`src/rtl/turret_sequencer_if.sv`:
```
// Turret sequencer bus: operator/tracker inputs and servo command outputs.
// The master side drives switches, fire trigger and targets; the slave side
// is the sequencer itself.
interface turret_sequencer_if #(
  parameter int unsigned POS_W = 25
);
  logic             i_Manual;
  logic             i_Switch_1;
  logic             i_Switch_2;
  logic             i_Switch_3;
  logic             i_Switch_4;
  logic             i_Fire_Req;
  logic             i_Target_Valid;
  logic [POS_W-1:0] i_X_Target;
  logic [POS_W-1:0] i_Y_Target;

  logic [3:0]       o_Pan_Cmd;
  logic [3:0]       o_Tilt_Cmd;
  logic [3:0]       o_Fire_Cmd;
  logic [POS_W-1:0] o_X_Pos;
  logic [POS_W-1:0] o_Y_Pos;
  logic             o_On_Target;
  logic             o_Busy;
  logic             o_LED_1;
  logic             o_LED_2;
  logic             o_LED_3;
  logic             o_LED_4;

  modport master (
    output i_Manual, i_Switch_1, i_Switch_2, i_Switch_3, i_Switch_4,
           i_Fire_Req, i_Target_Valid, i_X_Target, i_Y_Target,
    input  o_Pan_Cmd, o_Tilt_Cmd, o_Fire_Cmd, o_X_Pos, o_Y_Pos,
           o_On_Target, o_Busy, o_LED_1, o_LED_2, o_LED_3, o_LED_4
  );

  modport slave (
    input  i_Manual, i_Switch_1, i_Switch_2, i_Switch_3, i_Switch_4,
           i_Fire_Req, i_Target_Valid, i_X_Target, i_Y_Target,
    output o_Pan_Cmd, o_Tilt_Cmd, o_Fire_Cmd, o_X_Pos, o_Y_Pos,
           o_On_Target, o_Busy, o_LED_1, o_LED_2, o_LED_3, o_LED_4
  );
endinterface

```
`src/rtl/turret_sequencer.sv`:
```
// Turret sequencer: arbitrates pan/tilt motion between manual switches and
// automatic tracking, keeps saturating axis positions, and runs the timed
// fire/recoil cycle with a motion interlock while firing.
module turret_sequencer #(
  parameter int unsigned POS_W        = 25,
  parameter int unsigned POS_MAX      = 22727272,
  parameter int unsigned FIRE_TICKS   = 22727272,
  parameter int unsigned RECOIL_TICKS = 22727272,
  parameter int unsigned TICK_W       = 31
) (
  input  logic i_Clk,
  input  logic i_Rst,
  turret_sequencer_if.slave bus
);

  typedef enum logic [1:0] {READY, FIRE, RECOIL} state_t;
  typedef enum logic [1:0] {MV_NONE, MV_DEC, MV_INC} move_t;

  localparam logic [POS_W-1:0]  POS_LIM     = POS_W'(POS_MAX);
  localparam logic [TICK_W-1:0] FIRE_LAST   = TICK_W'(FIRE_TICKS - 1);
  localparam logic [TICK_W-1:0] RECOIL_LAST = TICK_W'(RECOIL_TICKS - 1);

  localparam logic [3:0] CMD_STOP    = 4'd0;
  localparam logic [3:0] CMD_DEC     = 4'd1;
  localparam logic [3:0] CMD_INC     = 4'd2;
  localparam logic [3:0] CMD_RELEASE = 4'd5;

  state_t            state;
  logic [TICK_W-1:0] tick_cnt;
  logic              fire_prev;
  logic [POS_W-1:0]  x_pos, y_pos;
  logic [3:0]        pan_cmd, tilt_cmd, fire_cmd;
  logic              busy;
  logic              led_1, led_2, led_3, led_4;

  logic [POS_W-1:0]  x_tgt, y_tgt;
  logic              on_target;
  logic              accept;
  logic              decide;
  move_t             pan_mv, tilt_mv;

  // One axis decision: dec = left/up, inc = right/down.
  function automatic move_t axis_move(input logic manual, input logic dec_sw,
                                      input logic inc_sw, input logic valid,
                                      input logic [POS_W-1:0] pos,
                                      input logic [POS_W-1:0] tgt);
    move_t m;
    m = MV_NONE;
    if (manual) begin
      if (dec_sw && !inc_sw && (pos != '0))
        m = MV_DEC;
      else if (!dec_sw && inc_sw && (pos < POS_LIM))
        m = MV_INC;
    end else if (valid) begin
      if (pos > tgt)
        m = MV_DEC;
      else if (pos < tgt)
        m = MV_INC;
    end
    return m;
  endfunction

  // Command code for an axis; a stopping axis emits one release code.
  function automatic logic [3:0] next_cmd(input move_t m, input logic [3:0] prev);
    logic [3:0] c;
    case (m)
      MV_DEC:  c = CMD_DEC;
      MV_INC:  c = CMD_INC;
      default: c = ((prev == CMD_DEC) || (prev == CMD_INC)) ? CMD_RELEASE : CMD_STOP;
    endcase
    return c;
  endfunction

  assign x_tgt     = (bus.i_X_Target > POS_LIM) ? POS_LIM : bus.i_X_Target;
  assign y_tgt     = (bus.i_Y_Target > POS_LIM) ? POS_LIM : bus.i_Y_Target;
  assign on_target = bus.i_Target_Valid && (x_pos == x_tgt) && (y_pos == y_tgt);

  // Fire acceptance and motion decision; motion is interlocked from the
  // accepting edge and resumes on the edge that returns to READY.
  always_comb begin
    accept  = (state == READY) && bus.i_Fire_Req && !fire_prev &&
              (bus.i_Manual || on_target);
    decide  = ((state == READY) && !accept) ||
              ((state == RECOIL) && (tick_cnt == RECOIL_LAST));
    pan_mv  = MV_NONE;
    tilt_mv = MV_NONE;
    if (decide) begin
      pan_mv  = axis_move(bus.i_Manual, bus.i_Switch_1, bus.i_Switch_2,
                          bus.i_Target_Valid, x_pos, x_tgt);
      tilt_mv = axis_move(bus.i_Manual, bus.i_Switch_3, bus.i_Switch_4,
                          bus.i_Target_Valid, y_pos, y_tgt);
    end
  end

  // Sequencer state, tick counter, axis positions and all registered outputs.
  always_ff @(posedge i_Clk or posedge i_Rst) begin
    if (i_Rst) begin
      state     <= READY;
      tick_cnt  <= '0;
      fire_prev <= 1'b1;
      x_pos     <= '0;
      y_pos     <= '0;
      pan_cmd   <= CMD_STOP;
      tilt_cmd  <= CMD_STOP;
      fire_cmd  <= CMD_STOP;
      busy      <= 1'b0;
      led_1     <= 1'b0;
      led_2     <= 1'b0;
      led_3     <= 1'b0;
      led_4     <= 1'b0;
    end else begin
      fire_prev <= bus.i_Fire_Req;

      pan_cmd  <= next_cmd(pan_mv, pan_cmd);
      tilt_cmd <= next_cmd(tilt_mv, tilt_cmd);
      led_1    <= (pan_mv == MV_DEC);
      led_2    <= (pan_mv == MV_INC);
      led_3    <= (tilt_mv == MV_DEC);
      led_4    <= (tilt_mv == MV_INC);

      if (pan_mv == MV_DEC)       x_pos <= x_pos - 1'b1;
      else if (pan_mv == MV_INC)  x_pos <= x_pos + 1'b1;
      if (tilt_mv == MV_DEC)      y_pos <= y_pos - 1'b1;
      else if (tilt_mv == MV_INC) y_pos <= y_pos + 1'b1;

      case (state)
        READY: begin
          if (accept) begin
            state    <= FIRE;
            fire_cmd <= CMD_DEC;
            busy     <= 1'b1;
            tick_cnt <= '0;
          end
        end
        FIRE: begin
          if (tick_cnt == FIRE_LAST) begin
            state    <= RECOIL;
            fire_cmd <= CMD_INC;
            tick_cnt <= '0;
          end else begin
            tick_cnt <= tick_cnt + 1'b1;
          end
        end
        RECOIL: begin
          if (tick_cnt == RECOIL_LAST) begin
            state    <= READY;
            fire_cmd <= CMD_STOP;
            busy     <= 1'b0;
            tick_cnt <= '0;
          end else begin
            tick_cnt <= tick_cnt + 1'b1;
          end
        end
        default: begin
          state    <= READY;
          fire_cmd <= CMD_STOP;
          busy     <= 1'b0;
          tick_cnt <= '0;
        end
      endcase
    end
  end

  assign bus.o_Pan_Cmd   = pan_cmd;
  assign bus.o_Tilt_Cmd  = tilt_cmd;
  assign bus.o_Fire_Cmd  = fire_cmd;
  assign bus.o_X_Pos     = x_pos;
  assign bus.o_Y_Pos     = y_pos;
  assign bus.o_On_Target = on_target;
  assign bus.o_Busy      = busy;
  assign bus.o_LED_1     = led_1;
  assign bus.o_LED_2     = led_2;
  assign bus.o_LED_3     = led_3;
  assign bus.o_LED_4     = led_4;

endmodule

```
`src/flat_wrapper.sv`:
```
// flat-port wrapper written by rule: the top's interface ports become plain ports
module turret_sequencer_flat 
#(
  parameter int unsigned POS_W        = 25,
  parameter int unsigned POS_MAX      = 22727272,
  parameter int unsigned FIRE_TICKS   = 22727272,
  parameter int unsigned RECOIL_TICKS = 22727272,
  parameter int unsigned TICK_W       = 31
)
  (i_Clk, i_Rst, bus_i_Manual, bus_i_Switch_1, bus_i_Switch_2, bus_i_Switch_3, bus_i_Switch_4, bus_i_Fire_Req, bus_i_Target_Valid, bus_i_X_Target, bus_i_Y_Target, bus_o_Pan_Cmd, bus_o_Tilt_Cmd, bus_o_Fire_Cmd, bus_o_X_Pos, bus_o_Y_Pos, bus_o_On_Target, bus_o_Busy, bus_o_LED_1, bus_o_LED_2, bus_o_LED_3, bus_o_LED_4);
  turret_sequencer_if #(.POS_W(POS_W)) bus_i ();
  input  logic i_Clk;
  input  logic i_Rst;
  input wire logic [$bits(bus_i.i_Manual)-1:0] bus_i_Manual;
  input wire logic [$bits(bus_i.i_Switch_1)-1:0] bus_i_Switch_1;
  input wire logic [$bits(bus_i.i_Switch_2)-1:0] bus_i_Switch_2;
  input wire logic [$bits(bus_i.i_Switch_3)-1:0] bus_i_Switch_3;
  input wire logic [$bits(bus_i.i_Switch_4)-1:0] bus_i_Switch_4;
  input wire logic [$bits(bus_i.i_Fire_Req)-1:0] bus_i_Fire_Req;
  input wire logic [$bits(bus_i.i_Target_Valid)-1:0] bus_i_Target_Valid;
  input wire logic [$bits(bus_i.i_X_Target)-1:0] bus_i_X_Target;
  input wire logic [$bits(bus_i.i_Y_Target)-1:0] bus_i_Y_Target;
  output wire logic [$bits(bus_i.o_Pan_Cmd)-1:0] bus_o_Pan_Cmd;
  output wire logic [$bits(bus_i.o_Tilt_Cmd)-1:0] bus_o_Tilt_Cmd;
  output wire logic [$bits(bus_i.o_Fire_Cmd)-1:0] bus_o_Fire_Cmd;
  output wire logic [$bits(bus_i.o_X_Pos)-1:0] bus_o_X_Pos;
  output wire logic [$bits(bus_i.o_Y_Pos)-1:0] bus_o_Y_Pos;
  output wire logic [$bits(bus_i.o_On_Target)-1:0] bus_o_On_Target;
  output wire logic [$bits(bus_i.o_Busy)-1:0] bus_o_Busy;
  output wire logic [$bits(bus_i.o_LED_1)-1:0] bus_o_LED_1;
  output wire logic [$bits(bus_i.o_LED_2)-1:0] bus_o_LED_2;
  output wire logic [$bits(bus_i.o_LED_3)-1:0] bus_o_LED_3;
  output wire logic [$bits(bus_i.o_LED_4)-1:0] bus_o_LED_4;
  assign bus_i.i_Manual = bus_i_Manual;
  assign bus_i.i_Switch_1 = bus_i_Switch_1;
  assign bus_i.i_Switch_2 = bus_i_Switch_2;
  assign bus_i.i_Switch_3 = bus_i_Switch_3;
  assign bus_i.i_Switch_4 = bus_i_Switch_4;
  assign bus_i.i_Fire_Req = bus_i_Fire_Req;
  assign bus_i.i_Target_Valid = bus_i_Target_Valid;
  assign bus_i.i_X_Target = bus_i_X_Target;
  assign bus_i.i_Y_Target = bus_i_Y_Target;
  assign bus_o_Pan_Cmd = bus_i.o_Pan_Cmd;
  assign bus_o_Tilt_Cmd = bus_i.o_Tilt_Cmd;
  assign bus_o_Fire_Cmd = bus_i.o_Fire_Cmd;
  assign bus_o_X_Pos = bus_i.o_X_Pos;
  assign bus_o_Y_Pos = bus_i.o_Y_Pos;
  assign bus_o_On_Target = bus_i.o_On_Target;
  assign bus_o_Busy = bus_i.o_Busy;
  assign bus_o_LED_1 = bus_i.o_LED_1;
  assign bus_o_LED_2 = bus_i.o_LED_2;
  assign bus_o_LED_3 = bus_i.o_LED_3;
  assign bus_o_LED_4 = bus_i.o_LED_4;
  turret_sequencer #(.POS_W(POS_W), .POS_MAX(POS_MAX), .FIRE_TICKS(FIRE_TICKS), .RECOIL_TICKS(RECOIL_TICKS), .TICK_W(TICK_W)) u_core (.i_Clk(i_Clk), .i_Rst(i_Rst), .bus(bus_i));
endmodule
```
`config.mk`:
```
export PLATFORM = sky130hd
export DESIGN_NAME = turret_sequencer_flat
export DESIGN_NICKNAME = d
export VERILOG_FILES = /design/src/rtl/turret_sequencer_if.sv /design/src/rtl/turret_sequencer.sv /design/src/flat_wrapper.sv
export SDC_FILE = /design/constraint.sdc
export NUM_CORES = 1
export LEC_CHECK = 0
export BUFFER_PORTS_ARGS = -buffer_cell sky130_fd_sc_hd__clkbuf_2
export CORE_MARGIN = 3
export CORE_UTILIZATION = 47
export DETAILED_ROUTE_END_ITERATION = 12
export PLACE_DENSITY = 0.77
export SLEW_MARGIN = 20
export SYNTH_ARGS = -nofsm -noshare
export SYNTH_HDL_FRONTEND = slang
export SYNTH_SLANG_ARGS = --single-unit
```
`constraint.sdc`:
```
create_clock -name i_Clk -period 12.83 [get_ports i_Clk]
set_input_delay 0 -clock i_Clk [delete_from_list [all_inputs] [get_ports i_Clk]]
set_output_delay 0 -clock i_Clk [all_outputs]
set_load 0.02 [all_outputs]
```
# Yosys cells after proc, flatten, opt, wreduce, memory -nomap -nowiden

Cells that the tools add are included.

Add/subtract/negate cells: 5
Order comparisons: 8
Equality and inequality tests: 16
Muxes and demuxes: 38
Bitwise logic cells: 1
Reductions and logical operators: 33

Operator list:

| kind                    | number |
|---|---|
| $mux W25                | 6 |
| $mux W31                | 2 |
| $pmux W31 S2            | 1 |
| $add A25 B1 Y25 const B | 2 |
| $eq A25 B25 Y1          | 2 |
| $gt A25 B25 Y1          | 2 |
| $gt A25 B25 Y1 const B  | 2 |
| $lt A25 B25 Y1          | 2 |
| $lt A25 B25 Y1 const B  | 2 |
| $reduce_bool A25 Y1     | 2 |
| $sub A25 B1 Y25 const B | 2 |
| $mux W2                 | 17 |
| $add A31 B1 Y31 const B | 1 |
| $eq A31 B25 Y1 const B  | 1 |
| $pmux W4 S2             | 2 |
| $logic_and A1 B1 Y1     | 15 |
| $mux W4                 | 3 |
| $pmux W4 S3             | 1 |
| $eq A4 B1 Y1 const B    | 2 |
| $eq A4 B2 Y1 const B    | 2 |
| $eq A2 B1 Y1 const B    | 3 |
| $eq A2 B2 Y1 const B    | 3 |
| $logic_not A1 Y1        | 6 |
| $mux W3                 | 2 |
| other kinds (11)        | 18 |

Flip-flop bits (word level): 101

# Logic depth before layout (Yosys ltp)

Gate-level depths: netlist of the first run.

Depth in word-level cells: 14
Mapped depth: 29
Gate-level depth less buffers: 27

# Worst setup path before layout of the first run

OpenSTA, ideal clock, no wires.

Kind: in2reg
Start: in bus_i_X_Target[3]
End: reg u_core.y_pos[24], in the netlist u_core.bus.o_Y_Pos[24]
Library setup time: 0.135 ns
Data arrival time: 5.914 ns
Required time: 12.695 ns
Setup slack: 6.781 ns
Stages: 28
Cells stage by stage: o211ai_1 > a21boi_0 > o21ai_0 > a21oi_1 > o21a_1 > o21a_1 > or2_2 > clkbuf_1 > a21oi_1 > ha_1 > nand4_1 > or4_1 > or4_4 > o21bai_4 > a21boi_2 > a21oi_1 > nor4_1 > a31o_2 > ha_1 > ha_1 > nand3_1 > a211o_1 > o21ai_0 > a211oi_1 > o32ai_1 > mux2i_1 > a21oi_1 > xor2_1

Longest elaborated chain between the ends: 13

Ends and longest elaborated chain:

| what                                                  | RTL line                                         | source |
|---|---|---|
| from (decl)                                           | flat_wrapper.sv:21                               | `input wire logic [$bits(bus_i.i_X_Target)-1:0] bus_i_X_Target;` |
| $gt A25 B25 Y1                                        | turret_sequencer.sv:74                           | `assign x_tgt = (bus.i_X_Target > POS_LIM) ? POS_LIM : bus.i_X_Target;` |
| $mux W25 (*)                                          | turret_sequencer.sv:74                           |  |
| $eq A25 B25 Y1 (*)                                    | turret_sequencer.sv:76                           | `assign on_target = bus.i_Target_Valid && (x_pos == x_tgt) && (y_pos == y_tgt);` |
| $logic_and A1 B1 Y1 (*) (2 in series)                 | turret_sequencer.sv:76                           |  |
| $logic_or A1 B1 Y1 (*)                                | turret_sequencer.sv:82                           | `(bus.i_Manual \|\| on_target);` |
| $logic_and A1 B1 Y1 (*)                               | turret_sequencer.sv:81                           | `accept = (state == READY) && bus.i_Fire_Req && !fire_prev &&` |
| $logic_not A1 Y1 (*)                                  | turret_sequencer.sv:83                           | `decide = ((state == READY) && !accept) \|\|` |
| $logic_and A1 B1 Y1 (*)                               | turret_sequencer.sv:83                           |  |
| $logic_or A1 B1 Y1 (*)                                | turret_sequencer.sv:83                           |  |
| $mux W2 (*)                                           | turret_sequencer.sv:87                           | `if (decide) begin` |
| $eq A2 B1 Y1 / $eq A2 B2 Y1 (equally long branches)   | turret_sequencer.sv:123, turret_sequencer.sv:124 |  |
| $mux W25 / $reduce_bool A2 Y1 (equally long branches) | --                                               |  |
| to (signal assigned)                                  | turret_sequencer.sv:123                          | `if (tilt_mv == MV_DEC) y_pos <= y_pos - 1'b1;` |
| to (signal assigned)                                  | turret_sequencer.sv:124                          | `else if (tilt_mv == MV_INC) y_pos <= y_pos + 1'b1;` |
| to (decl)                                             | turret_sequencer.sv:31                           | `logic [POS_W-1:0] x_pos, y_pos;` |

Mark *: on every way between the ends. The rest lies on a longest branch, timed or not.
A chain may end at the register's enable or synchronous reset.

# Final worst setup path of the first run

Start: in bus_i_X_Target[3]
End: reg u_core.y_pos[23], in the netlist u_core.bus.o_Y_Pos[23]

The elaborated chain is that of the path after synthesis.

==> results of run 1 <==
## final timing paths
kind | endpoint | slack (ns)
worst max-delay path | u_core.bus.o_Y_Pos[23] | 6.08
worst min-delay path | u_core.tick_cnt[25] | 0.19
worst max register to register | u_core.bus.o_Y_Pos[23] | 6.62
worst min register to register | u_core.bus.o_Pan_Cmd[2] | 0.45
max in group asynchronous | u_core.bus.o_X_Pos[16] | 11.49
min in group i_Clk | u_core.bus.o_Busy | 0.23
## cell usage after synthesis, drive strengths merged, types with 5 or more instances
cell,instances
a21boi,5
nand2b,7
xnor2,30
nor2b,15
xor2,21
o211ai,5
a21o,38
a31oi,8
a21oi,75
nand3,25
nor4,21
o21a,14
o21bai,10
nor4b,6
ha,105
a211oi,7
inv,22
clkbuf,19
o21ai,102
and3,17
dfrtp,92
nor3b,7
nor2,77
buf,13
o31ai,12
or2,6
mux2,8
nor3,23
nand4,23
nand2,131
## worst max-delay path, delay by kind of cell
family / cells / cell delay [ns]
mux: 1 / 0.27
fa+ha+maj: 3 / 0.91
xor+xnor: 1 / 0.09
compound gates: 16 / 3.49
buf+inv: 3 / 0.49
simple gates: 5 / 1.69
## power groups by stage
stage / sequential, W / clock [W] / combinational [W]
after floorplan: 0.000565 / 0 / 0.000655
after global placement: 0.000530 / 0 / 0.000953
after detailed placement: 0.000531 / 0 / 0.000975
after CTS: 0.000526 / 0.000300 / 0.000983
after global routing: 0.000543 / 0.000313 / 0.00111
final: 0.000529 / 0.000296 / 0.000984
## kinds of logic (layout without fill, tap and decap cells)
group / after synthesis / after routing
AOI/OAI and AO/OA: 307 / 307
xor gates and xnor gates: 51 / 51
adders and majority gates: 107 / 107
buffers and inverters: 54 / 167
DFF: 93 / 93
muxes: 11 / 11
other: 1 / 5
and+or+nand+nor: 380 / 380
## flip-flops by register name (all words and copies together) (netlist names)
register / count
u_core.tick_cnt: 31
u_core.bus.o_X_Pos: 25
u_core.bus.o_Y_Pos: 25
u_core.bus.o_Pan_Cmd: 2
u_core.bus.o_Tilt_Cmd: 2
u_core.state: 2
u_core.bus.o_Busy: 1
u_core.bus.o_LED_1: 1
u_core.bus.o_LED_2: 1
u_core.bus.o_LED_3: 1
u_core.bus.o_LED_4: 1
u_core.fire_prev: 1
## cell type report
cell class	count	share of cell area, %
Inverter	22	0.899
Clock buffer	11	2.56
Clock inverter	5	0.872
Timing Repair Buffer	129	7.06
Antenna cell	1	0.0264
Multi-Input combinational cell	860	61.0
Sequential cell	93	24.6
Tap cell	225	2.97
## per-stage QoR
stage                     utilization (%)  hold WS [ns]  instances
after global routing                 54.7         0.233       1346
after detailed placement             52.7        0.0304       1327
final                                54.7         0.188       1346
after global placement               52.7        0.0328       1327
after floorplan                         -       0.00448       1007
after CTS                            54.7         0.204       1345
## routing by layer
metal	track usage, %	share of wire [%]	up-vias
li1	-	-	3934
met1	31.2	46	3799
met2	38.0	48	184
met3	3.72	4.3	32
met4	6.69	1.9	0
met5	0	0	-
## cells in the final DEF (no fill, tap or decap), types with 4 or more instances in the layout
cell type | Yosys | routed
sky130_fd_sc_hd__and4_1 | 4 | 4
sky130_fd_sc_hd__nor2b_1 | 15 | 15
sky130_fd_sc_hd__mux2_2 | 8 | 8
sky130_fd_sc_hd__nor2_1 | 76 | 76
sky130_fd_sc_hd__a21oi_1 | 74 | 74
sky130_fd_sc_hd__a221oi_1 | 4 | 4
sky130_fd_sc_hd__nor3_2 | 7 | 7
sky130_fd_sc_hd__dfrtp_1 | 92 | 92
sky130_fd_sc_hd__nor4b_1 | 6 | 6
sky130_fd_sc_hd__clkbuf_16 | 0 | 9
sky130_fd_sc_hd__clkbuf_2 | 0 | 122
sky130_fd_sc_hd__a211oi_1 | 7 | 7
sky130_fd_sc_hd__conb_1 | 1 | 4
sky130_fd_sc_hd__nand2b_1 | 7 | 7
sky130_fd_sc_hd__nor3b_1 | 7 | 7
sky130_fd_sc_hd__nor3_1 | 16 | 16
sky130_fd_sc_hd__and3_1 | 17 | 17
sky130_fd_sc_hd__a21boi_0 | 4 | 4
sky130_fd_sc_hd__nand2_1 | 131 | 131
sky130_fd_sc_hd__xnor2_1 | 30 | 30
sky130_fd_sc_hd__o21bai_1 | 9 | 9
sky130_fd_sc_hd__a21o_1 | 38 | 38
sky130_fd_sc_hd__nor4_1 | 20 | 20
sky130_fd_sc_hd__or2_2 | 5 | 5
sky130_fd_sc_hd__inv_1 | 22 | 21
sky130_fd_sc_hd__buf_4 | 6 | 5
sky130_fd_sc_hd__nand3_1 | 25 | 25
sky130_fd_sc_hd__ha_1 | 105 | 105
sky130_fd_sc_hd__o211ai_1 | 5 | 5
sky130_fd_sc_hd__o21a_1 | 14 | 14
sky130_fd_sc_hd__o31ai_1 | 12 | 12
sky130_fd_sc_hd__xor2_1 | 21 | 21
sky130_fd_sc_hd__nand4_1 | 23 | 23
sky130_fd_sc_hd__a31oi_1 | 8 | 8
sky130_fd_sc_hd__o21ai_0 | 102 | 102
sky130_fd_sc_hd__and2_1 | 4 | 4
==> impl_metrics.csv, run 1 <==
group,metric,value,unit
sta,slew_viol_final,0,
global_route,grtUsageTotal,23.0,%
layout,final_nets,1281,
placement,placed_cell_area,9120,µm²
critical_path,worstRegToRegCells,20,
synth,yosys.cell_types.count,70,
placement,place.detailed.hpwl,16900,µm
clock_network,postCtsSetupBuffers,0,
sta,layout_min_cycle_time,6.75,ns
status,result_of_the_run,"complete, no violations",
power,total_switching_power,0.000874,W
drt,postRouteWirelength,22300,µm
placement,port_buffers,122,
power,power-per-cell-area,191,nW/µm²
die,fp.coreArea,17300,µm²
drt,route.antenna.remaining_nets,0,
sta,rsz_0062_raised_after_global_routing,"false",
drt,post-route-drc-count,0,
synth,synthSimpleGateAreaFrac,22.9,%
sta,max_freq,148,MHz
synth,synth_edf_count,0,
drt,dr_vias_cell,5.91,
layout,area_growth,13.8,%
drt,drt_pre_antenna_iters,5,
synth,synth_seq_area_share,28.0,%
clock_network,cts.hold.buffers_added,2,
clock_network,clock-sinks,93,
synth,post_synth_mux_area_share,1.44,%
power,fin_total_pwr,0.00181,W
synth,syn_area_cell,8.29,µm²
sta,slew-limit-headroom,27.6,%
clock_network,clockBufferDepth,2,
power,p_int,0.000934,W
die,dieWidth,139,µm
clock_network,cts_tree,"yes",
global_route,grt_max_degree,61,
synth,synth_area,8320,µm²
power,p_leak,4.63,nW
synth,synth_top_flop_cell,"sky130_fd_sc_hd__dfrtp_1",
die,start_util,48.1,%
power,clock_power_share,16.4,%
critical_path,setup.worst_path.start,"bus_i_X_Target[3]",
critical_path,worst-endpoint-arrival,6.99,ns
die,design.die.area,19300,µm²
power,power_switching_share,48.3,%
critical_path,critPathKind,"input pin to flip-flop",
sta,worst-slew-pin-transition,1.08,ns
critical_path,critical-path-max-stage-delay,0.64,ns
sta,worst_slack,6.08,ns
sta,timing.setup.tns,0,ns
clock_network,clock_tree.root_cell,"sky130_fd_sc_hd__clkbuf_16",
flow_run,maxCapViolCount,0,
synth,share_of_the_synthesized_netlist_area_taken_by_xor_and_xnor_gates,5.37,%
global_route,grt_remaining_overflow,0,
clock_network,cts-htree-levels,3,
drt,first_iter_violations,649,
synth,synth_adder_area_share,16.3,%
clock_network,clock_insertion_delay_worst_skew,0.36,ns
placement,place_congestion,0.942,
synth,yosys_warnings,0,
die,placementRows,48,
global_route,grt_first_pass_wirelength,37400,µm
layout,design_area,9470,µm²
layout,layout.filler_cells,1588,
synth,synth_area_leaders,"sky130_fd_sc_hd__dfrtp_1 28%, sky130_fd_sc_hd__ha_1 16%, sky130_fd_sc_hd__o21ai_0 6.1%, sky130_fd_sc_hd__nand2_1 5.9%, sky130_fd_sc_hd__a21oi_1 4.4%",
sta,worst_clock_skew,0.00962,ns
layout,footprint_of_the_multi_input_gates,5780,µm²
global_route,grt_antenna_before_repair,1,
die,floorplan.io_pins,127,
critical_path,crit_top_cell,"sky130_fd_sc_hd__a21oi_1",
global_route,first_global_vias,7547,
power,power.ir.vdd_worst,119,µV
critical_path,cp-start-kind,"input pin",
clock_network,cts_inserted_buffers,9,
clock_network,clkTransAtPathRegs,0.07,ns
critical_path,source_of_the_worst_register_to_register_timing_path,"u_core.bus.o_X_Pos[24]",
synth,synth_top_family_by_area,"compound AO/OA/AOI/OAI gates",
power,comb_pwr_share,54.4,%
drt,wl_per_cell,16.6,µm
sta,report.final.setup_viol,0,
sta,finalHoldViolCount,0,
sta,period_share,52.6,%
critical_path,critical_path.endpoint_type,"flip-flop",
synth,synthCells,1004,
clock_network,postCtsResizedCells,0,
critical_path,cp_data_required_time,13.07,ns
layout,layout-drive-gt1-share,15.5,%
synth,netlist.top_cell.by_area,"sky130_fd_sc_hd__dfrtp_1",
layout,layout.area.seq,2330,µm²
synth,synth.ff_latch_count,93,
placement,post_place_setup_slack,5.82,ns
die,die_height,139,µm
synth,synth_top_area_share,27.7,%
synth,compound_gate_fraction_of_synth_area,23.1,%
drt,route.vias.total,7949,
critical_path,crit_fanout,42,
critical_path,slowest_stage,"sky130_fd_sc_hd__o41ai_1",
power,seq_power_share,29.2,%
synth,async_flop_share,100,%
hold_path,worstHoldPathType,"input pin to asynchronous set/reset pin",
Note: power is estimated with default switching activity, not from simulation.
==> inputs of run 2 (changes only) <==
--- a/config.mk
+++ b/config.mk
@@ -5,11 +5,12 @@
 export SDC_FILE = /design/constraint.sdc
 export NUM_CORES = 1
 export LEC_CHECK = 0
+export ABC_AREA = 1
 export BUFFER_PORTS_ARGS = -buffer_cell sky130_fd_sc_hd__clkbuf_2
 export CORE_MARGIN = 3
 export CORE_UTILIZATION = 47
 export DETAILED_ROUTE_END_ITERATION = 12
-export PLACE_DENSITY = 0.77
+export PLACE_DENSITY = 0.79
 export SLEW_MARGIN = 20
 export SYNTH_ARGS = -nofsm -noshare
 export SYNTH_HDL_FRONTEND = slang
==> constraint.sdc (replaced) <==
create_clock -name i_Clk -period 5.8 [get_ports i_Clk]
set_input_delay 0 -clock i_Clk [delete_from_list [all_inputs] [get_ports i_Clk]]
set_output_delay 0 -clock i_Clk [all_outputs]
set_load 0.02 [all_outputs]
==> run 2 against run 1 <==
  * Clock skew is 0.0052 ns higher
  * Wire length is 35% higher
  * Global-route usage is 4.0 points higher
  * Via count is 33% higher
  * Clock-buffer cell count stayed put
  * Largest power group unchanged
  * Highest routed layer unchanged
  * Critical endpoint is now u_core.bus.o_Y_Pos[24]
==> impl_metrics.csv, run 2 <==
group,metric,value,unit
global_route,grt_remaining_overflow,0,
drt,drt_pre_antenna_iters,6,
synth,synth_edf_count,0,
clock_network,cts-htree-levels,3,
placement,place_congestion,1.02,
layout,layout-drive-gt1-share,11.9,%
drt,detailroute.wirelength.met3,1970,µm
hold_path,worstHoldPathType,"input pin to flip-flop",
layout,final_cell_count_no_fill,1899,
drt,routed.top_layer,"met4",
global_route,grt_max_degree,49,
clock_network,postCtsSetupBuffers,0,
layout,layout.filler_cells,2071,
layout,design_area,10900,µm²
layout,layout.cells.most_common,"sky130_fd_sc_hd__nand2_1",
clock_network,cts_tree,"yes",
drt,dr_vias_cell,5.57,
sta,finalHoldViolCount,0,
sta,max_freq,191,MHz
critical_path,critical_path.endpoint_type,"flip-flop",
clock_network,clkTransAtPathRegs,0.07,ns
sta,slew_viol_final,0,
synth,netlist.top_cell.by_area,"sky130_fd_sc_hd__dfrtp_1",
die,start_util,48.0,%
sta,period_share,90.4,%
critical_path,worst-endpoint-arrival,5.49,ns
die,fp.coreArea,20300,µm²
clock_network,cts_inserted_buffers,9,
flow_run,maxCapViolCount,0,
global_route,grt_first_pass_wirelength,49000,µm
sta,report.final.setup_viol,0,
sta,worst_clock_skew,0.0149,ns
clock_network,clockBufferDepth,2,
layout,largest_register_ffs,31,
layout,footprint_of_the_multi_input_gates,6630,µm²
placement,place.detailed.hpwl,24000,µm
critical_path,crit_top_cell,"sky130_fd_sc_hd__nand2_1",
critical_path,crit_fanout,35,
drt,detailed_routed_wire_length_on_met2,14500,µm
placement,port_buffers,122,
synth,synth_seq_area_share,23.9,%
drt,post-route-drc-count,0,
die,dieWidth,150,µm
die,floorplan.io_pins,127,
placement,placed_cell_area,10600,µm²
synth,top_cells_by_instance_count_after_synthesis,"413 x sky130_fd_sc_hd__nand2_1, 194 x sky130_fd_sc_hd__nor2_1, 154 x sky130_fd_sc_hd__inv_1",
synth,yosys_warnings,0,
layout,final_nets,1787,
critical_path,critical-path-max-stage-delay,0.41,ns
placement,place.detailed.instances,1878,
sta,slew-limit-headroom,44.7,%
die,die_height,150,µm
global_route,grtUsageTotal,27.0,%
synth,synth_area_leaders,"sky130_fd_sc_hd__dfrtp_1 24%, sky130_fd_sc_hd__nand2_1 16%, sky130_fd_sc_hd__ha_1 13%, sky130_fd_sc_hd__nor2_1 7.5%, sky130_fd_sc_hd__inv_1 5.9%",
synth,synth_area,9740,µm²
die,design.die.area,22500,µm²
drt,route.vias.total,10576,
global_route,grt_antenna_before_repair,3,
status,result_of_the_run,"complete, no violations",
drt,first_iter_violations,817,
layout,mostFrequentLayoutCells,"412 x sky130_fd_sc_hd__nand2_1, 194 x sky130_fd_sc_hd__nor2_1, 152 x sky130_fd_sc_hd__inv_1",
critical_path,slowest_stage,"sky130_fd_sc_hd__ha_1",
power,p_leak,5.50,nW
power,power-per-cell-area,363,nW/µm²
clock_network,clock_insertion_delay_worst_skew,0.36,ns
sta,layout_min_cycle_time,5.24,ns
layout,area_growth,12.1,%
synth,synth_top_flop_cell,"sky130_fd_sc_hd__dfrtp_1",
synth,synth.ff_latch_count,93,
synth,synthMostInstantiatedCell,"sky130_fd_sc_hd__nand2_1",
critical_path,cp_data_required_time,6.04,ns
synth,async_flop_share,100,%
synth,yosys.cell_types.count,51,
clock_network,clock-sinks,93,
drt,wl_per_cell,15.9,µm
clock_network,clock_tree.root_cell,"sky130_fd_sc_hd__clkbuf_16",
synth,synth_top_area_share,23.6,%
layout,layout.area.seq,2330,µm²
sta,worst-slew-pin-transition,0.828,ns
drt,drt-met1-wl,13100,µm
synth,syn_area_cell,6.47,µm²
power,power.ir.vdd_worst,185,µV
sta,timing.setup.tns,0,ns
sta,rsz_0062_raised_after_global_routing,"false",
layout,largest-register,"u_core.tick_cnt",
drt,postRouteWirelength,30200,µm
global_route,first_global_vias,9878,
die,placementRows,52,
critical_path,cp-start-kind,"input pin",
critical_path,critPathKind,"input pin to flip-flop",
synth,synthCells,1505,
drt,route.antenna.remaining_nets,0,
critical_path,rrSetupSlack,1.27,ns
==> run 2: changes by cell type in the layout (fill, tap and decap cells not counted), moves of 24 or more <==
| cell | change |
|---|---|
| sky130_fd_sc_hd__o21ai_0 | -24 |
| sky130_fd_sc_hd__nand2_1 | +281 |
| sky130_fd_sc_hd__nand3_1 | +83 |
| sky130_fd_sc_hd__a21o_1 | -33 |
| sky130_fd_sc_hd__inv_1 | +131 |
| sky130_fd_sc_hd__nand4_1 | +27 |
| sky130_fd_sc_hd__nor2_1 | +118 |
==> run 2: cell families after synthesis <==
| logic type | synth area share, % |
|---|---|
| simple gates | 38.1 |
| compound gates | 13.1 |
| buf+inv | 8.14 |
| fa+ha+maj | 13.9 |
| flops | 23.9 |
| xor+xnor | 2.79 |
| other cells | 0.0385 |
==> run 2: per-stage QoR <==
stage / power [W] / setup slack, ns / hold slack (ns) / util [%]
5_1_grt: 0.00431 / 0.143 / 0.243 / 53.8
4_1_cts: 0.00396 / 0.384 / 0.207 / 53.7
2_1_floorplan: 0.00266 / 1.47 / 0.00448 / -
3_5_place_dp: 0.00331 / 0.0192 / 0.107 / 52.1
6_report: 0.00397 / 0.556 / 0.222 / 53.8
3_3_place_gp: 0.00325 / 0.116 / 0.105 / 52.1
==> run 2: layout make-up <==
cell class | instances | share of cell area, %
diodes | 3 | 0.0688
clock buffers | 11 | 2.32
clock inverters | 5 | 0.527
inverters | 162 | 5.65
multi-input cells | 1224 | 60.8
flip-flops and latches | 93 | 21.3
well taps | 270 | 3.09
repair buffers | 131 | 6.26
==> run 2: final timing paths <==
| check | endpoint | cells past startpoint | startpoint |
|---|---|---|---|
| worst max-delay path | u_core.bus.o_Y_Pos[24] | 32 | bus_i_X_Target[23] |
| worst min-delay path | u_core.bus.o_LED_4 | 5 | bus_i_Manual |
| worst max register to register | u_core.bus.o_X_Pos[23] | 18 | u_core.tick_cnt[0] |
| worst min register to register | u_core.bus.o_Pan_Cmd[2] | 1 | u_core.bus.o_Pan_Cmd[2] |
| max in group asynchronous | u_core.bus.o_Y_Pos[10] | 4 | i_Rst |
| min in group asynchronous | u_core.tick_cnt[29] | 3 | i_Rst |
==> run 2: where the power goes <==
| group | internal (W) | switching [W] | total, W | leakage (nW) |
|---|---|---|---|---|
| logic | 0.000730 | 0.00143 | 0.00216 | 4.11 |
| clock network | 0.000359 | 0.000283 | 0.000642 | 0.156 |
| registers | 0.000815 | 0.000350 | 0.00116 | 1.23 |
| total | 0.00190 | 0.00206 | 0.00397 | 5.50 |
==> run 2: routing by layer <==
layer  vias up  global-route usage (%)
li1       5259                       -
met3        45                    3.51
met2       371                    46.0
met1      4901                    35.5
met5         -                       0
met4         0                    8.87
==> run 2: worst max-delay path: cells and delay by family <==
family          cells  cell delay, ns
simple gates       23            3.24
fa+ha+maj           3            1.07
buf+inv             4            0.85
compound gates      2            0.32
==> run 2: what timing repair did <==
item	in CTS	in global routing
hold buffers	2	0
endpoints found under the setup margin	0	8
endpoints found under the hold margin	45	0
resized for setup	0	2
==> inputs of run 3 (changes only) <==
--- a/config.mk
+++ b/config.mk
@@ -5,12 +5,11 @@
 export SDC_FILE = /design/constraint.sdc
 export NUM_CORES = 1
 export LEC_CHECK = 0
-export ABC_AREA = 1
 export BUFFER_PORTS_ARGS = -buffer_cell sky130_fd_sc_hd__clkbuf_2
 export CORE_MARGIN = 3
 export CORE_UTILIZATION = 47
 export DETAILED_ROUTE_END_ITERATION = 12
-export PLACE_DENSITY = 0.79
+export PLACE_DENSITY = 0.8
 export SLEW_MARGIN = 20
 export SYNTH_ARGS = -nofsm -noshare
 export SYNTH_HDL_FRONTEND = slang
==> run 3 against run 2 <==
  * Cell area fell by 5.3%
  * Wire length fell by 18%
  * Register-to-register slack got worse by 0.61 ns
  * Critical endpoint is now u_core.bus.o_Y_Pos[17]
  * Hold slack got worse by 0.12 ns
  * Clock skew fell by 0.0017 ns
  * Flip-flop and latch count did not move
  * Cell count fell by 24%
==> impl_metrics.csv, run 3 (same netlist as run 1, synthesis figures left out) <==
group,metric,value,unit
critical_path,timing.rr.end,"u_core.bus.o_Y_Pos[17]",
critical_path,slowest_stage,"sky130_fd_sc_hd__or4_4",
sta,slew-limit-headroom,42.3,%
power,power-per-cell-area,413,nW/µm²
global_route,grtUsageTotal,24.5,%
sta,worst-slew-pin-transition,0.858,ns
clock_network,clkTransAtPathRegs,0.07,ns
power,power.ir.vdd_worst,221,µV
clock_network,cts-htree-levels,3,
layout,mostFrequentLayoutCells,"131 x sky130_fd_sc_hd__nand2_1, 122 x sky130_fd_sc_hd__clkbuf_2, 105 x sky130_fd_sc_hd__buf_4",
placement,place.detailed.hpwl,18500,µm
die,dieWidth,139,µm
sta,report.final.setup_viol,0,
clock_network,cts_tree,"yes",
die,die_height,139,µm
drt,wl_per_cell,17.0,µm
clock_network,cts_inserted_buffers,9,
drt,post-route-drc-count,0,
global_route,grt_first_pass_wirelength,40000,µm
drt,dr_vias_cell,5.95,
sta,worst_clock_skew,0.0132,ns
sta,period_share,95.0,%
layout,final_nets,1384,
sta,slew_viol_final,0,
status,result_of_the_run,"complete, no violations",
clock_network,clock-sinks,93,
die,floorplan.io_pins,127,
die,placementRows,48,
die,start_util,48.1,%
drt,route.antenna.remaining_nets,0,
global_route,grt_max_degree,81,
layout,layout.cells.most_common,"sky130_fd_sc_hd__nand2_1",
power,p_leak,5.17,nW
layout,design_area,10300,µm²
global_route,grt_remaining_overflow,0,
layout,insertedDiodeCount,0,
critical_path,source_of_the_worst_register_to_register_timing_path,"u_core.bus.o_X_Pos[10]",
clock_network,clock_tree.root_cell,"sky130_fd_sc_hd__clkbuf_16",
critical_path,critPathKind,"input pin to flip-flop",
power,fin_total_pwr,0.00428,W
sta,rsz_0062_raised_after_global_routing,"true",
flow_run,maxCapViolCount,0,
critical_path,worstRegToRegCells,21,
drt,postRouteWirelength,24600,µm
critical_path,crit_top_cell,"sky130_fd_sc_hd__buf_4",
global_route,grt_antenna_before_repair,0,
hold_path,worstHoldPathType,"input pin to asynchronous set/reset pin",
critical_path,cp-start-kind,"input pin",
placement,place_congestion,0.978,
die,design.die.area,19300,µm²
critical_path,crit_fanout,7,
sta,max_freq,181,MHz
drt,route.vias.total,8619,
layout,largest-register,"u_core.tick_cnt",
sta,finalHoldViolCount,0,
critical_path,critical_path.endpoint_type,"flip-flop",
die,fp.coreArea,17300,µm²
global_route,first_global_vias,8201,
layout,layout-drive-gt1-share,24.4,%
layout,largest_register_ffs,31,
critical_path,worst-endpoint-arrival,5.75,ns
drt,drt_pre_antenna_iters,5,
clock_network,clock_insertion_delay_worst_skew,0.35,ns
placement,port_buffers,122,
sta,layout_min_cycle_time,5.51,ns
clock_network,clockBufferDepth,2,
placement,placed_cell_area,9870,µm²
critical_path,critical-path-max-stage-delay,0.47,ns
critical_path,rrSetupSlack,0.66,ns
layout,area_growth,24.2,%
drt,first_iter_violations,711,
critical_path,cp_data_required_time,6.04,ns
==> run 3: worst max path at each step <==
stage	start	cells after the start	end
2_1_floorplan	bus_i_X_Target[3]	28	u_core.bus.o_Y_Pos[24]
3_3_place_gp	bus_i_X_Target[3]	29	u_core.bus.o_Y_Pos[24]
3_5_place_dp	bus_i_X_Target[3]	29	u_core.bus.o_Y_Pos[24]
4_1_cts	bus_i_X_Target[3]	29	u_core.bus.o_Y_Pos[17]
5_1_grt	bus_i_X_Target[3]	31	u_core.bus.o_Y_Pos[17]
6_report	bus_i_X_Target[3]	31	u_core.bus.o_Y_Pos[17]
==> run 3: per-layer routing <==
layer | vias up | share of wire (%) | global-route usage [%] | wire length, µm
met2 | 306 | 48 | 39.9 | 11800
met1 | 4115 | 43 | 32.4 | 10600
met4 | 0 | 2.9 | 10.1 | 720
met5 | - | 0 | 0 | 0
li1 | 4136 | - | - | -
met3 | 62 | 6.3 | 4.17 | 1550
==> run 3: area by class of cell <==
| type | instances | area [µm²] |
|---|---|---|
| Clock buffer | 11 | 233 |
| Clock inverter | 5 | 35.0 |
| Fill cell | 1522 | 6960 |
| Inverter | 22 | 85.1 |
| Multi-Input combinational cell | 860 | 5920 |
| Sequential cell | 93 | 2330 |
| Tap cell | 225 | 282 |
| Timing Repair Buffer | 232 | 1460 |
==> run 3: metrics by stage <==
| step | std cells | hold WS, ns | setup WS [ns] | TNS [ns] | util (%) |
|---|---|---|---|---|---|
| CTS | 1444 | 0.102 | 0.0356 | 0 | 58.8 |
| global route | 1448 | 0.126 | 0.00222 | 0 | 59.8 |
| floorplan | 1007 | 0.00448 | -0.0298 | -0.0433 | - |
| global placement | 1426 | -0.0774 | -0.196 | -1.10 | 57.1 |
| finish | 1448 | 0.105 | 0.290 | 0 | 59.8 |
| detailed placement | 1426 | -0.0758 | -0.498 | -6.59 | 57.1 |
==> run 3: worst max-delay path: cells and delay by family <==
| kind | cells | cell delay (ns) |
|---|---|---|
| multiplexers | 1 | 0.25 |
| buffers and inverters | 5 | 0.71 |
| adder cells (fa/ha/maj) | 3 | 0.67 |
| AO/OA/AOI/OAI | 15 | 2.46 |
| XOR/XNOR | 1 | 0.14 |
| AND/OR/NAND/NOR | 6 | 1.53 |
==> run 3: what timing repair did <==
item	in CTS	in global routing
hold buffers	2	0
endpoints found under the hold margin	14	0
setup buffers	0	4
resized for setup	4	31
pin swaps	0	11
setup endpoints to repair	4	29
==> run 3: power breakdown <==
part | internal (W) | total (W) | switching, W
sequential | 0.000823 | 0.00118 | 0.000362
clock | 0.000293 | 0.000561 | 0.000268
combinational | 0.00109 | 0.00253 | 0.00144
